[config.mk]
export PLATFORM = sky130hd
export DESIGN_NAME = scroll_timing_ctrl
export DESIGN_NICKNAME = d
export VERILOG_FILES = /design/src/rtl/scroll_timing_ctrl.sv
export SDC_FILE = /design/constraint.sdc
export NUM_CORES = 1
export LEC_CHECK = 0
export ABC_CLOCK_PERIOD_IN_PS = 9300
export BUFFER_PORTS_ARGS = -buffer_cell sky130_fd_sc_hd__buf_2
export CORE_MARGIN = 1
export CORE_UTILIZATION = 60
export CTS_CLUSTER_DIAMETER = 30
export CTS_CLUSTER_SIZE = 30
export DETAILED_ROUTE_END_ITERATION = 16
export PLACE_DENSITY_LB_ADDON = 0.08
export SYNTH_ARGS = -nofsm -noshare
export SYNTH_HDL_FRONTEND = slang
export SYNTH_SLANG_ARGS = --single-unit
[constraint.sdc]
create_clock -name clk -period 9.3 [get_ports clk]
set_input_delay 1.86 -clock clk [delete_from_list [all_inputs] [get_ports clk]]
set_output_delay 1.86 -clock clk [all_outputs]
set_load 0.05 [all_outputs]
[src/rtl/scroll_timing_ctrl.sv]
// VGA timing sequencer with a frame-synchronous horizontal scroll offset and run/pause/step control.
// Decodes are registered one cycle behind the counters; ena low freezes all state and idles the syncs.
module scroll_timing_ctrl #(
  parameter int H_ACTIVE = 640,
  parameter int H_FP     = 16,
  parameter int H_SYNC   = 96,
  parameter int H_BP     = 48,
  parameter int V_ACTIVE = 480,
  parameter int V_FP     = 10,
  parameter int V_SYNC   = 2,
  parameter int V_BP     = 33,
  parameter int CW       = 10
) (
  input  logic          clk,
  input  logic          rst_n,
  input  logic          ena,
  input  logic [2:0]    cfg_speed,
  input  logic          cfg_dir,
  input  logic          cfg_pause,
  input  logic          cfg_load,
  input  logic          cfg_step,
  output logic          hsync_n,
  output logic          vsync_n,
  output logic          display_on,
  output logic [CW-1:0] src_x,
  output logic [CW-1:0] src_y,
  output logic [CW-1:0] scroll_x,
  output logic          frame_tick,
  output logic [1:0]    state
);

  localparam int H_TOT    = H_ACTIVE + H_FP + H_SYNC + H_BP;
  localparam int V_TOT    = V_ACTIVE + V_FP + V_SYNC + V_BP;
  localparam int HS_START = H_ACTIVE + H_FP;
  localparam int HS_END   = HS_START + H_SYNC - 1;
  localparam int VS_START = V_ACTIVE + V_FP;
  localparam int VS_END   = VS_START + V_SYNC - 1;
  localparam int HW       = $clog2(H_TOT);
  localparam int VW       = $clog2(V_TOT);

  localparam logic [1:0] ST_RUN    = 2'd0;
  localparam logic [1:0] ST_PAUSED = 2'd1;
  localparam logic [1:0] ST_STEP   = 2'd2;

  logic [HW-1:0] r_hcount;
  logic [VW-1:0] r_vcount;
  logic          r_hsync_n;
  logic          r_vsync_n;
  logic          r_disp;
  logic [CW-1:0] r_src_x;
  logic [CW-1:0] r_src_y;
  logic [CW-1:0] r_scroll;
  logic          r_tick;
  logic [1:0]    r_state;
  logic [2:0]    r_pend_speed;
  logic          r_pend_dir;
  logic          r_pend_pause;
  logic [2:0]    r_act_speed;
  logic          r_act_dir;

  logic          w_h_last;
  logic          w_v_last;
  logic          w_wrap;
  logic          w_visible;
  logic          w_hs_act;
  logic          w_vs_act;
  logic          w_advance;
  logic [CW:0]   w_inc;
  logic [CW:0]   w_dec;
  logic [CW:0]   w_raw;
  logic [CW-1:0] w_scroll_nxt;
  logic [CW:0]   w_sx_sum;
  logic [CW-1:0] w_sx;
  logic [1:0]    w_state_nxt;

  assign w_h_last  = (r_hcount == HW'(H_TOT - 1));
  assign w_v_last  = (r_vcount == VW'(V_TOT - 1));
  assign w_wrap    = w_h_last && w_v_last;
  assign w_visible = (r_hcount < HW'(H_ACTIVE)) && (r_vcount < VW'(V_ACTIVE));
  assign w_hs_act  = (r_hcount >= HW'(HS_START)) && (r_hcount <= HW'(HS_END));
  assign w_vs_act  = (r_vcount >= VW'(VS_START)) && (r_vcount <= VW'(VS_END));

  // Offset wraps modulo the visible width, which is generally not a power of two.
  assign w_inc        = {1'b0, r_scroll} + {{(CW-2){1'b0}}, r_act_speed};
  assign w_dec        = {1'b0, r_scroll} + (CW+1)'(H_ACTIVE) - {{(CW-2){1'b0}}, r_act_speed};
  assign w_raw        = r_act_dir ? w_dec : w_inc;
  assign w_scroll_nxt = CW'((w_raw >= (CW+1)'(H_ACTIVE)) ? (w_raw - (CW+1)'(H_ACTIVE)) : w_raw);

  assign w_sx_sum = (CW+1)'(r_hcount) + {1'b0, r_scroll};
  assign w_sx     = CW'((w_sx_sum >= (CW+1)'(H_ACTIVE)) ? (w_sx_sum - (CW+1)'(H_ACTIVE)) : w_sx_sum);

  assign w_advance = w_wrap && ((r_state == ST_RUN) || (r_state == ST_STEP));

  // The pause that becomes active at the wrap is the pending one.
  always_comb begin
    w_state_nxt = r_state;
    case (r_state)
      ST_RUN: begin
        if (w_wrap && r_pend_pause) w_state_nxt = ST_PAUSED;
      end
      ST_PAUSED: begin
        if (cfg_step)                     w_state_nxt = ST_STEP;
        else if (w_wrap && !r_pend_pause) w_state_nxt = ST_RUN;
      end
      ST_STEP: begin
        if (w_wrap) w_state_nxt = r_pend_pause ? ST_PAUSED : ST_RUN;
      end
      default: w_state_nxt = ST_RUN;
    endcase
  end

  always_ff @(posedge clk or negedge rst_n) begin
    if (!rst_n) begin
      r_hcount  <= '0;
      r_vcount  <= '0;
      r_hsync_n <= 1'b1;
      r_vsync_n <= 1'b1;
      r_disp    <= 1'b0;
      r_src_x   <= '0;
      r_src_y   <= '0;
      r_tick    <= 1'b0;
    end else if (ena) begin
      if (w_h_last) begin
        r_hcount <= '0;
        r_vcount <= w_v_last ? '0 : r_vcount + 1'b1;
      end else begin
        r_hcount <= r_hcount + 1'b1;
      end
      r_hsync_n <= !w_hs_act;
      r_vsync_n <= !w_vs_act;
      r_disp    <= w_visible;
      r_src_x   <= w_visible ? w_sx : '0;
      r_src_y   <= w_visible ? CW'(r_vcount) : '0;
      r_tick    <= w_wrap;
    end
  end

  always_ff @(posedge clk or negedge rst_n) begin
    if (!rst_n) begin
      r_scroll     <= '0;
      r_state      <= ST_RUN;
      r_pend_speed <= 3'd1;
      r_pend_dir   <= 1'b0;
      r_pend_pause <= 1'b0;
      r_act_speed  <= 3'd1;
      r_act_dir    <= 1'b0;
    end else if (ena) begin
      r_state <= w_state_nxt;
      if (w_advance) r_scroll <= w_scroll_nxt;
      if (w_wrap) begin
        r_act_speed <= r_pend_speed;
        r_act_dir   <= r_pend_dir;
      end
      if (cfg_load) begin
        r_pend_speed <= cfg_speed;
        r_pend_dir   <= cfg_dir;
        r_pend_pause <= cfg_pause;
      end
    end
  end

  assign hsync_n    = ena ? r_hsync_n : 1'b1;
  assign vsync_n    = ena ? r_vsync_n : 1'b1;
  assign display_on = ena ? r_disp    : 1'b0;
  assign frame_tick = ena ? r_tick    : 1'b0;
  assign src_x      = r_src_x;
  assign src_y      = r_src_y;
  assign scroll_x   = r_scroll;
  assign state      = r_state;

endmodule

==> results of run 1 <==
-- kinds of logic (layout without fill, tap and decap cells) --
logic type / Yosys count / in the layout / synth area share
compound gates: 107 / 107 / 0.157
xor+xnor: 30 / 30 / 0.0634
fa+ha+maj: 39 / 39 / 0.123
buf+inv: 60 / 110 / 0.0561
flops: 65 / 65 / 0.394
mux: 11 / 11 / 0.0287
simple gates: 143 / 143 / 0.178
-- per-layer routing --
metal,vias up,GRT usage
met2,53,0.412
met3,7,0.0457
met1,1578,0.361
met5,-,0
li1,1663,-
met4,0,0.0955
-- layout make-up --
| cell class | count | area (sq um) | area share |
|---|---|---|---|
| inverters | 48 | 180 | 0.0393 |
| clock inverters | 6 | 35.0 | 0.00764 |
| clock buffers | 10 | 128 | 0.0278 |
| repair buffers | 46 | 233 | 0.0508 |
| multi-input cells | 330 | 2280 | 0.498 |
| well taps | 77 | 96.3 | 0.0210 |
| flip-flops and latches | 65 | 1630 | 0.356 |
-- per-stage QoR --
step / util / power (mW) / area (sq um) / worst slack, ps
after floorplan: - / 0.521 / 4150 / 4630
after global placement: 0.681 / 0.571 / 4420 / 4560
after detailed placement: 0.681 / 0.579 / 4420 / 4540
after CTS: 0.706 / 0.783 / 4580 / 4530
after global routing: 0.706 / 0.821 / 4580 / 4440
final: 0.706 / 0.781 / 4580 / 4540
-- state kept, by name, summed over array words and instances (netlist names) --
register and flops:
r_tick 1, r_act_speed 3, r_pend_speed 3, r_vcount 10, r_hcount 10, state 2
src_y 10, r_disp 1, r_pend_dir 1, r_hsync_n 1, src_x 10, r_vsync_n 1
r_act_dir 1, scroll_x 10, r_pend_pause 1
-- power by group through the flow --
| stage | combinational (mW) | clock (mW) | sequential [mW] |
|---|---|---|---|
| 2_1_floorplan | 0.128 | 0 | 0.392 |
| 6_report | 0.236 | 0.203 | 0.342 |
| 3_3_place_gp | 0.226 | 0 | 0.345 |
| 5_1_grt | 0.260 | 0.216 | 0.346 |
| 3_5_place_dp | 0.233 | 0 | 0.346 |
| 4_1_cts | 0.235 | 0.206 | 0.342 |
-- cells in the final DEF (no fill, tap or decap), types with 4 or more instances in the layout --
| cell type | synthesis | routed |
|---|---|---|
| o22ai_1 | 10 | 10 |
| o21ai_0 | 45 | 45 |
| xnor2_1 | 19 | 19 |
| nand2_1 | 38 | 38 |
| buf_2 | 3 | 45 |
| nand3_1 | 20 | 20 |
| ha_1 | 36 | 36 |
| inv_1 | 48 | 48 |
| dfrtp_1 | 61 | 61 |
| a21oi_1 | 19 | 19 |
| o21a_1 | 6 | 6 |
| nor2_1 | 29 | 29 |
| mux2i_1 | 4 | 4 |
| o311ai_0 | 4 | 4 |
| dfstp_2 | 4 | 4 |
| nor3b_1 | 4 | 4 |
| xor2_1 | 11 | 11 |
| nor2b_1 | 4 | 4 |
| clkinv_2 | 0 | 4 |
| nand2b_1 | 9 | 9 |
| clkbuf_8 | 0 | 9 |
| nor3_1 | 10 | 10 |
| mux2_2 | 7 | 7 |
| and2_1 | 5 | 5 |
-- worst register-to-register path, delay by kind of cell, from the launching register on --
kind | cells | cell delay (ps)
XOR/XNOR | 1 | 110
adder cells (fa/ha/maj) | 4 | 1310
flip-flops | 1 | 470
AO/OA/AOI/OAI | 7 | 1580
-- final timing paths --
check,to,slack (ps),depth (start not counted)
min reg2reg,r_act_speed[1]$_DFFE_PN0P_,480,2
min in group asynchronous,scroll_x[6]$_DFFE_PN0P_,1670,2
max,display_on,4540,3
max in group asynchronous,r_tick$_DFFE_PN0P_,7080,2
max reg2reg,scroll_x[8]$_DFFE_PN0P_,5690,12
min,r_act_speed[1]$_DFFE_PN0P_,480,2
==> qor.csv, run 1 <==
metric,value,unit
Tmin final,4760,ps
Crit path largest cell delay,550,ps
RSZ-0062 raised after global routing,no,
first-pass GRT wire length,14900,microns
IO buf count,45,
Routability Congestion,0.875,
"Arr. time, crit path",2900,ps
Pleak,2.18,nW
Total GRT Usage,0.260,
CP Capture Type,output port,
# H-tree levels,3,
total congestion overflow,0,
Int Power,486,uW
Crit Reg-Reg Startpoint,scroll_x[1]$_DFFE_PN0P_,
CTS sink cnt,65,
# rows,29,
total setup buffers inserted after CTS,0,
fin nets,549,
Mean Syn Cell Area,9.11,sq um
core area,6490,sq um
share of cells above drive strength 1,0.156,
Max-Cap Viols,0,
setup TNS,0,ps
net count after synthesis,504,
vias per cell,5.67,
period utilization,0.512,
I/O pins,46,
actual slew at the worst max-slew pin,808,ps
full die area,7250,sq um
Post-synth top cells,"dfrtp_1, inv_1, o21ai_0, nand2_1, ha_1",
"FF+latch count, synth",65,
"IR drop worst, VDD",0.120,mV
Netlist cell types,57,
CTS tree,done,
largest net degree at the start of global routing,66,
most common cell in the netlist,dfrtp_1,
Sw Pwr,295,uW
final hold slack,485,ps
Diodes inserted,0,
combinational group share of total power,0.303,
DRC violations left,0,
clock slew at reported path FFs,70,ps
hold_buf cts,0,
Worst Path Max Fanout,48,
Synth area leaders,"dfrtp_1, ha_1, o21ai_0",
Yosys top cell area share,0.368,
starting DRC count in detailed routing,153,
clk_lat worst skew,340,ps
final hold violation count,0,
chip height,85.1,microns
DP HPWL,6160,microns
crit-path cells,buf_2 -> and2_1 -> buf_2,
Post-synth top flop,dfrtp_1,
met3 routed WL,244,microns
drt wl/cell,14.7,microns
"CP delay by family, top",buffers and inverters,
Worst path slowest cell,buf_2,
Initial Util,0.638,
worst clock skew,9.39,ps
clock power share,0.260,
first-pass detailed-route iteration total,4,
fmax,210,MHz
routed wire length,8560,microns
DR vias,3301,
PwrDens,170,nW/um^2
Worst Min Path Start,r_pend_speed[1]$_DFFE_PN0P_,
Area growth syn-to-layout,10.6,%
clk root buf,clkbuf_8,
synthesized cell area,4150,sq um
Clock Path Buffers,2,
"EDFF count, synth",0,
CP dominant cell by count,buf_2,
fin cells,582,
metal2 WL,4110,microns
synthesis warning total,0,
Critical Path Source,ena,
worst setup path class,input port to output port,
Sw Ratio,0.378,
Top Layer Used,met4,
Fillers,525,
Post-CTS Resized,0,
Critical Path RT,7440,ps
Final Slew Violations,0,
Setup Viol. Count Final,0,
Buf/Inv on CP,2,
part of the power in registers,0.437,
Hold WC Path Type,flip-flop to flip-flop,
Num CTS Buffers,9,
Post-Route M1 WL,4150,microns
post-synthesis sequential area ratio,0.394,
status,"complete, no violations",
Startpoint Class,input port,
Cells after DPL,566,
initial antenna violation count,0,
Max transition margin,0.461,
Post-DRT Antenna Nets,0,
die extent in x,85.1,microns
Syn Inst Count,455,
vias in the first global route,3179,
share of synthesized registers carrying an async set or reset,1.00,
most area-hungry cell type in the Yosys netlist,dfrtp_1,
(Power assumes the default switching activity.)
==> inputs of run 2 (changes only) <==
ABC_CLOCK_PERIOD_IN_PS = 4300   (was 9300)
CORE_UTILIZATION = 53   (was 60)
clock period = 4.3 ns   (was 9.3 ns; I/O delays follow)
==> run 2 against run 1 <==
Net effect:
- setup slack worse by 3800 ps
- routed wire length increased by 2.8%
- largest power group unchanged
- clock skew decreased by 1.5 ps
- via count is 1.5% higher
- critical path type is now flip-flop to flip-flop
- final cell count rose by 4.0%
==> qor.csv, run 2 (same netlist as run 1, synthesis figures left out) <==
metric,value,unit
status,"complete, no violations",
total congestion overflow,0,
first-pass detailed-route iteration total,4,
hold_buf cts,0,
Sequential cell area,1630,sq um
actual slew at the worst max-slew pin,811,ps
Max transition margin,0.457,
Post-DRT Antenna Nets,0,
largest net degree at the start of global routing,36,
Total GRT Usage,0.238,
Critical Path RT,4480,ps
met1 Use GR,0.320,
full die area,8180,sq um
# rows,31,
Pleak,2.21,nW
drt wl/cell,14.5,microns
share of cells above drive strength 1,0.160,
period utilization,0.832,
Hold WC Path Type,flip-flop to flip-flop,
fin nets,550,
Final Slew Violations,0,
Initial Util,0.560,
worst clock skew,7.92,ps
starting DRC count in detailed routing,118,
Most Crowded Layer GR,met2,
fin cells,605,
GR Layer Usage met2,0.394,
DRC violations left,0,
Post-CTS Resized,0,
CTS tree,done,
worst setup margin,722,ps
clk root buf,clkbuf_8,
Max-Cap Viols,0,
setup TNS,0,ps
total setup buffers inserted after CTS,0,
Startpoint Class,flip-flop,
chip height,90.4,microns
Worst Path Max Fanout,7,
routed wire length,8800,microns
CP Capture Type,flip-flop,
PwrDens,384,nW/um^2
I/O pins,46,
Cells after DPL,589,
DP HPWL,6530,microns
dpl ws,760,ps
IO buf count,45,
Diodes inserted,0,
RSZ-0062 raised after global routing,no,
Routability Congestion,0.854,
routing usage on met3,0.0505,
final hold slack,488,ps
most frequent cells in the layout,"dfrtp_1, inv_1, o21ai_0, buf_2, nand2_1",
fmax,279,MHz
"Arr. time, crit path",3760,ps
DR vias,3349,
Area growth syn-to-layout,12.6,%
Tmin final,3580,ps
# H-tree levels,3,
final hold violation count,0,
Clock Path Buffers,2,
area of the multi-input gates,2280,sq um
r2r setup slk,720,ps
die extent in x,90.4,microns
Fillers,652,
"most common cell after layout, fill and taps aside",dfrtp_1,
clock slew at reported path FFs,80,ps
core area,7410,sq um
first-pass GRT wire length,15600,microns
"IR drop worst, VDD",0.201,mV
worst setup path class,flip-flop to flip-flop,
post-layout util,0.630,
Num CTS Buffers,9,
vias per cell,5.54,
Setup Viol. Count Final,0,
initial antenna violation count,0,
CTS sink cnt,65,
clk_lat worst skew,340,ps
vias in the first global route,3302,
==> run 2: cell count changes in the layout (fill, tap and decap cells not counted), sizes merged <==
cell,before,now
clkinv,4,1
inv,48,50
clkbuf,10,11
clkinvlp,2,1
buf,46,47
bufinv,0,1
==> run 2: through the flow <==
stage	power, mW	area, sq um
after floorplan	1.13	4150
after global placement	1.24	4460
after detailed placement	1.25	4460
after CTS	1.81	4670
after global routing	1.90	4670
final	1.79	4670
==> run 2: path summary, 6_finish.rpt <==
| path | depth (start not counted) | to | from |
|---|---|---|---|
| setup / recovery | 11 | scroll_x[7]$_DFFE_PN0P_ | scroll_x[1]$_DFFE_PN0P_ |
| hold / removal | 2 | r_act_speed[1]$_DFFE_PN0P_ | r_pend_speed[1]$_DFFE_PN0P_ |
| setup reg to reg | 11 | scroll_x[7]$_DFFE_PN0P_ | scroll_x[1]$_DFFE_PN0P_ |
| hold reg to reg | 2 | r_act_speed[1]$_DFFE_PN0P_ | r_pend_speed[1]$_DFFE_PN0P_ |
| max in group asynchronous | 2 | r_hsync_n$_DFFE_PN1P_ | rst_n |
| min in group asynchronous | 1 | scroll_x[6]$_DFFE_PN0P_ | rst_n |
==> run 2: routing by layer <==
layer,up-vias,wire length (microns),share of wire
met3,13,285,0.032
met5,-,0,0
met2,56,4110,0.47
met4,0,120,0.014
li1,1677,-,-
met1,1603,4280,0.49
==> run 2: cell type report <==
type | instances | share of cell area
clock buffers | 11 | 0.0324
clock inverters | 5 | 0.0129
inverters | 48 | 0.0386
multi-input cells | 330 | 0.489
flip-flops and latches | 65 | 0.350
well taps | 99 | 0.0265
repair buffers | 47 | 0.0515
==> run 2: worst max-delay path, cell delays in order, from the launching register on <==
cell and delay (ps):
dfrtp_1 470, ha_1 350, ha_1 240, fa_1 420, a211oi_1 430, nor2_1 70
nor2_1 110, o22ai_1 100, or4b_1 600, o41a_1 400, o21ai_1 130, a31oi_1 100
==> run 2: power breakdown <==
group | internal (mW) | switching (mW)
clock | 0.303 | 0.251
combinational | 0.171 | 0.333
sequential | 0.676 | 0.0601
total | 1.15 | 0.644
